## src/rtl/sram_arb.sv

```systemverilog
// Two-to-one arbiter that shares one SRAM-like memory port between instruction fetch and data access.
// Only one transaction is in flight; the grant stays locked through the address handshake and the response.
module sram_arb #(
  parameter int ARB_MODE = 0
) (
  input  logic        clk,
  input  logic        resetn,
  input  logic        inst_req,
  input  logic        inst_wr,
  input  logic [1:0]  inst_size,
  input  logic [31:0] inst_addr,
  input  logic [31:0] inst_wdata,
  output logic        inst_addr_ok,
  output logic        inst_data_ok,
  output logic [31:0] inst_rdata,
  input  logic        data_req,
  input  logic        data_wr,
  input  logic [1:0]  data_size,
  input  logic [31:0] data_addr,
  input  logic [31:0] data_wdata,
  output logic        data_addr_ok,
  output logic        data_data_ok,
  output logic [31:0] data_rdata,
  output logic        bus_req,
  output logic        bus_wr,
  output logic [1:0]  bus_size,
  output logic [31:0] bus_addr,
  output logic [31:0] bus_wdata,
  input  logic [31:0] bus_rdata,
  input  logic        bus_addr_ok,
  input  logic        bus_data_ok,
  output logic [2:0]  dbg_state
);

  typedef enum logic [2:0] {
    IDLE   = 3'd0,
    ADDR_I = 3'd1,
    ADDR_D = 3'd2,
    RESP_I = 3'd3,
    RESP_D = 3'd4
  } state_t;

  // Handshake: a master holds req until its addr_ok; addr_ok and data_ok are
  // single-cycle pulses combinational from bus_addr_ok / bus_data_ok.
  state_t state, state_nxt;
  logic   last_grant;
  logic   win_d;
  logic   sel_d;
  logic   grant_fire;
  logic   req_c;
  logic   inst_dok_c;
  logic   data_dok_c;

  // Round-robin favours the master that did not win last; last_grant resets to inst so data goes first.
  assign win_d = data_req & (~inst_req | (ARB_MODE == 0) | ~last_grant);

  always_comb begin
    state_nxt  = state;
    sel_d      = 1'b0;
    grant_fire = 1'b0;
    req_c      = 1'b0;
    inst_dok_c = 1'b0;
    data_dok_c = 1'b0;
    case (state)
      IDLE: begin
        sel_d = win_d;
        req_c = inst_req | data_req;
        if (inst_req | data_req) begin
          if (bus_addr_ok) begin
            grant_fire = 1'b1;
            state_nxt  = win_d ? RESP_D : RESP_I;
          end else begin
            state_nxt  = win_d ? ADDR_D : ADDR_I;
          end
        end
      end
      ADDR_I: begin
        req_c = inst_req;
        if (!inst_req) begin
          state_nxt = IDLE;
        end else if (bus_addr_ok) begin
          grant_fire = 1'b1;
          state_nxt  = RESP_I;
        end
      end
      ADDR_D: begin
        sel_d = 1'b1;
        req_c = data_req;
        if (!data_req) begin
          state_nxt = IDLE;
        end else if (bus_addr_ok) begin
          grant_fire = 1'b1;
          state_nxt  = RESP_D;
        end
      end
      RESP_I: begin
        if (bus_data_ok) begin
          inst_dok_c = 1'b1;
          state_nxt  = IDLE;
        end
      end
      RESP_D: begin
        sel_d = 1'b1;
        if (bus_data_ok) begin
          data_dok_c = 1'b1;
          state_nxt  = IDLE;
        end
      end
      default: state_nxt = IDLE;
    endcase
  end

  always_ff @(posedge clk or negedge resetn) begin
    if (!resetn) begin
      state      <= IDLE;
      last_grant <= 1'b0;
    end else begin
      state <= state_nxt;
      if (grant_fire) last_grant <= sel_d;
    end
  end

  // Gating with resetn keeps the handshake outputs quiet for the whole reset period.
  assign bus_req      = resetn & req_c;
  assign inst_addr_ok = resetn & grant_fire & ~sel_d;
  assign data_addr_ok = resetn & grant_fire & sel_d;
  assign inst_data_ok = resetn & inst_dok_c;
  assign data_data_ok = resetn & data_dok_c;

  assign bus_wr    = sel_d ? data_wr    : inst_wr;
  assign bus_size  = sel_d ? data_size  : inst_size;
  assign bus_addr  = sel_d ? data_addr  : inst_addr;
  assign bus_wdata = sel_d ? data_wdata : inst_wdata;

  assign inst_rdata = bus_rdata;
  assign data_rdata = bus_rdata;
  assign dbg_state  = state;

endmodule

```

## config.mk

```make
export PLATFORM = sky130hd
export DESIGN_NAME = sram_arb
export DESIGN_NICKNAME = d
export VERILOG_FILES = /design/src/rtl/sram_arb.sv
export SDC_FILE = /design/constraint.sdc
export NUM_CORES = 1
export LEC_CHECK = 0
export CORE_AREA = 3 3 121 123
export DETAILED_ROUTE_END_ITERATION = 6
export DIE_AREA = 0 0 124 126
export DONT_BUFFER_PORTS = 1
export GPL_TIMING_DRIVEN = 0
export PLACE_DENSITY = 0.3
export SLEW_MARGIN = 20
export SYNTH_ARGS = -nofsm -noshare
export SYNTH_HDL_FRONTEND = slang
export SYNTH_SLANG_ARGS = --single-unit
```

## constraint.sdc

```tcl
create_clock -name clk -period 3.1 [get_ports clk]
set_input_delay 0.62 -clock clk [delete_from_list [all_inputs] [get_ports clk]]
set_output_delay 0.62 -clock clk [all_outputs]
set_load 0.02 [all_outputs]
```

==> key figures <==
Outcome
  – Outcome: completed

Finish
  – Commonest non-fill, non-tap cell in the layout: buf_4
  – Design Area, Final: 0.00206 mm^2
  – Synth-to-layout area growth: 17.3%
  – Fill count: 1563
  – Ant. Diodes: 0
  – Number of flip-flops under the largest register name: 3
  – Most frequent cells in the layout: buf_4 (67), mux2_2 (37), mux2_4 (30), nor2_1 (5)
  – Final #Nets: 356
  – Share of cells above drive strength 1: 80.7%

Power and ir drop
  – Worst VDD drop: 0.407 mV
  – Static Leak: 0.918 nW
  – Pwr/cell area: 1010 mW/mm^2

Die
  – Chip Height: 126 um
  – Die Wd: 124 um
  – Die area: 0.0156 mm^2
  – Initial core utilization: 12.8%
  – I/O pins: 311
  – Core Region: 0.0138 mm^2
  – Core Rows: 43

Timing
  – Final period util: 84.7%
  – Min Hold Slack: 97.8 ps
  – Clk_skew: 0.122 ps
  – Max-slew violation count: 0
  – Max Fclk: 381 MHz
  – Max_slew headroom: 58.1%
  – Count of final setup violators: 0
  – Total negative setup slack: 0 ps
  – Slew of the pin with the lowest slew margin: 623 ps
  – RSZ-0062 raised after global routing: no
  – Final min period: 2630 ps
  – Final Hold Vio Count: 0

Clocking
  – CTS tree: done
  – Worst skew pair latency: 220 ps
  – Sink Count: 3
  – Longest Clk Path Bufs: 2
  – Clock H-tree levels: 1
  – Num CTS Buffers: 3
  – Clock Root Buffer: clkbuf_16
  – # Post-CTS Setup Buffers: 0
  – PostCTS Resize Cnt: 0
  – Reg clk slew, reported paths: 30 ps
  – Hold buffer count at CTS: 0

Route
  – WL per Instance: 17.1 um
  – Number of DRC markers in iteration 0: 27
  – First-pass iteration count of the detailed router: 4
  – Routed vias: 1259
  – Vias per inst: 3.49
  – Total wire length: 6160 um
  – DRC: 0
  – Routed Antenna Nets: 0

Global route
  – Vias in the first global route: 1202
  – GRT overflow: 0
  – First-pass GRT wire length: 7540 um
  – Initial antenna violation count: 0
  – Largest net degree at the start of global routing: 11
  – All-Layer GR Usage: 6.23%

Job
  – Max cap viols: 0

Logic synthesis
  – Syn avg cell area: 9.95 um^2
  – Post-Syn Nets: 351
  – Total number of yosys warnings: 0
  – Area of the mapped netlist: 0.00176 mm^2
  – Sequential fraction of the synthesis area: 4.26%
  – Cells after synthesis: 177
  – Synth cell types: 30
  – Register bit total from synthesis: 3

Setup path
  – Crit path kind: flip-flop to output port
  – Critical path, cell by cell: buf_6 -> o31ai_4 -> buf_6 -> buf_8 -> mux2_4
  – Critical path's slowest cell: dfrtp_1
  – Most used cell, CP: buf_6
  – Critical Path RT: 2480 ps
  – R2R depth: 3
  – Critical path origin: dbg_state[2]
  – Arr. time, crit path: 2010 ps
  – Worst path max stage delay: 470 ps
  – CP Launch Type: flip-flop
  – Reg2Reg Capture Point: dbg_state[1]
  – CP Max Fanout: 10
  – FF-to-FF Start: dbg_state[1]
  – Crit. End Element: output port
  – R2R setup slack: 1600 ps
  – Setup crit end: bus_wdata[8]

Place
  – Cell Area, Placed: 0.00199 mm^2
  – HPWL after DPL: 5690 um
  – GPL Wtd Cong: 0.668
  – IO buf count: 0

Worst hold path
  – Worst hold path class: primary input to async pin
final cells by class:
type                       count  area, um^2  share of cell area [%]
multi-input combinational     98        1100                    53.2
inverter                       2        7.51                   0.364
clock buffer                   4        78.8                    3.82
sequential                     3        75.1                    3.64
buffer                        74         579                    28.1
tap                          180         225                    10.9
how the worst min path moves through the flow:
stage / start / end / slack [ps] / cells after the start
final: resetn / dbg_state[0] / 100 / 0
after global routing: resetn / dbg_state[0] / 90 / 0
after CTS: resetn / dbg_state[0] / 90 / 0
after detailed placement: resetn / dbg_state[0] / 320 / 0
after global placement: resetn / dbg_state[0] / 320 / 0
after floorplan: resetn / dbg_state[0] / 320 / 0
metal layers:
| layer | global-route usage [%] | vias to the layer above | share of wire [%] |
|---|---|---|---|
| li1 | - | 559 | - |
| met1 | 7.46 | 576 | 34 |
| met2 | 11.8 | 124 | 55 |
| met3 | 1.12 | 0 | 11 |
| met4 | 0.580 | 0 | 0 |
| met5 | 0 | - | 0 |
power breakdown:
part	internal (W)	switching, W
sequential	0.0000554	0.0000502
combinational	0.000769	0.00101
clock	0.000169	0.0000317
total	0.000994	0.00109
stage by stage:
step                setup slack, ps  power (W)  util (%)  std cells
floorplan                       897    0.00173         -        177
global placement                622    0.00193      14.4        357
detailed placement              593    0.00191      14.4        357
CTS                             359    0.00212      15.0        361
global route                    341    0.00222      15.0        361
finish                          473    0.00208      15.0        361
cell usage after synthesis:
master,count,area (um^2)
clkbuf_1,1,3.75
buf_6,2,22.5
or3_1,1,6.26
a21oi_1,2,10.0
nand2b_1,1,6.26
o21ai_0,1,5.00
ha_1,2,25.0
nand2_1,2,7.51
mux2_2,37,417
and4_1,2,17.5
buf_4,67,503
or3b_2,1,8.76
nor3_1,1,5.00
o21a_1,2,15.0
a221oi_1,1,8.76
a21oi_4,1,16.3
o32a_1,1,10.0
mux2_4,30,450
inv_1,2,7.51
clkbuf_2,1,5.00
o31ai_4,1,21.3
mux2i_1,1,10.0
nor2b_1,2,12.5
and3_1,1,6.26
buf_8,3,45.0
nor2_1,5,18.8
and3b_1,1,8.76
a21boi_0,1,7.51
dfrtp_1,3,75.1
nand3_1,1,5.00
worst max-delay path, delay by kind of cell, from the launching register on:
kind | cells | cell delay, ps
buffers and inverters | 3 | 610
AOI/OAI and AO/OA | 1 | 340
DFF | 1 | 470
muxes | 1 | 360
kinds of logic (layout without fill, tap and decap cells):
logic type / Yosys count / count (layout) / synth area share [%]
buffers and inverters: 76 / 80 / 33.3
multiplexers: 68 / 68 / 49.8
AND/OR/NAND/NOR: 18 / 18 / 5.83
AO/OA/AOI/OAI: 10 / 10 / 5.33
flip-flops: 3 / 3 / 4.26
adder cells (fa/ha/maj): 2 / 2 / 1.42
No activity file was read; power rests on OpenSTA's default activity.
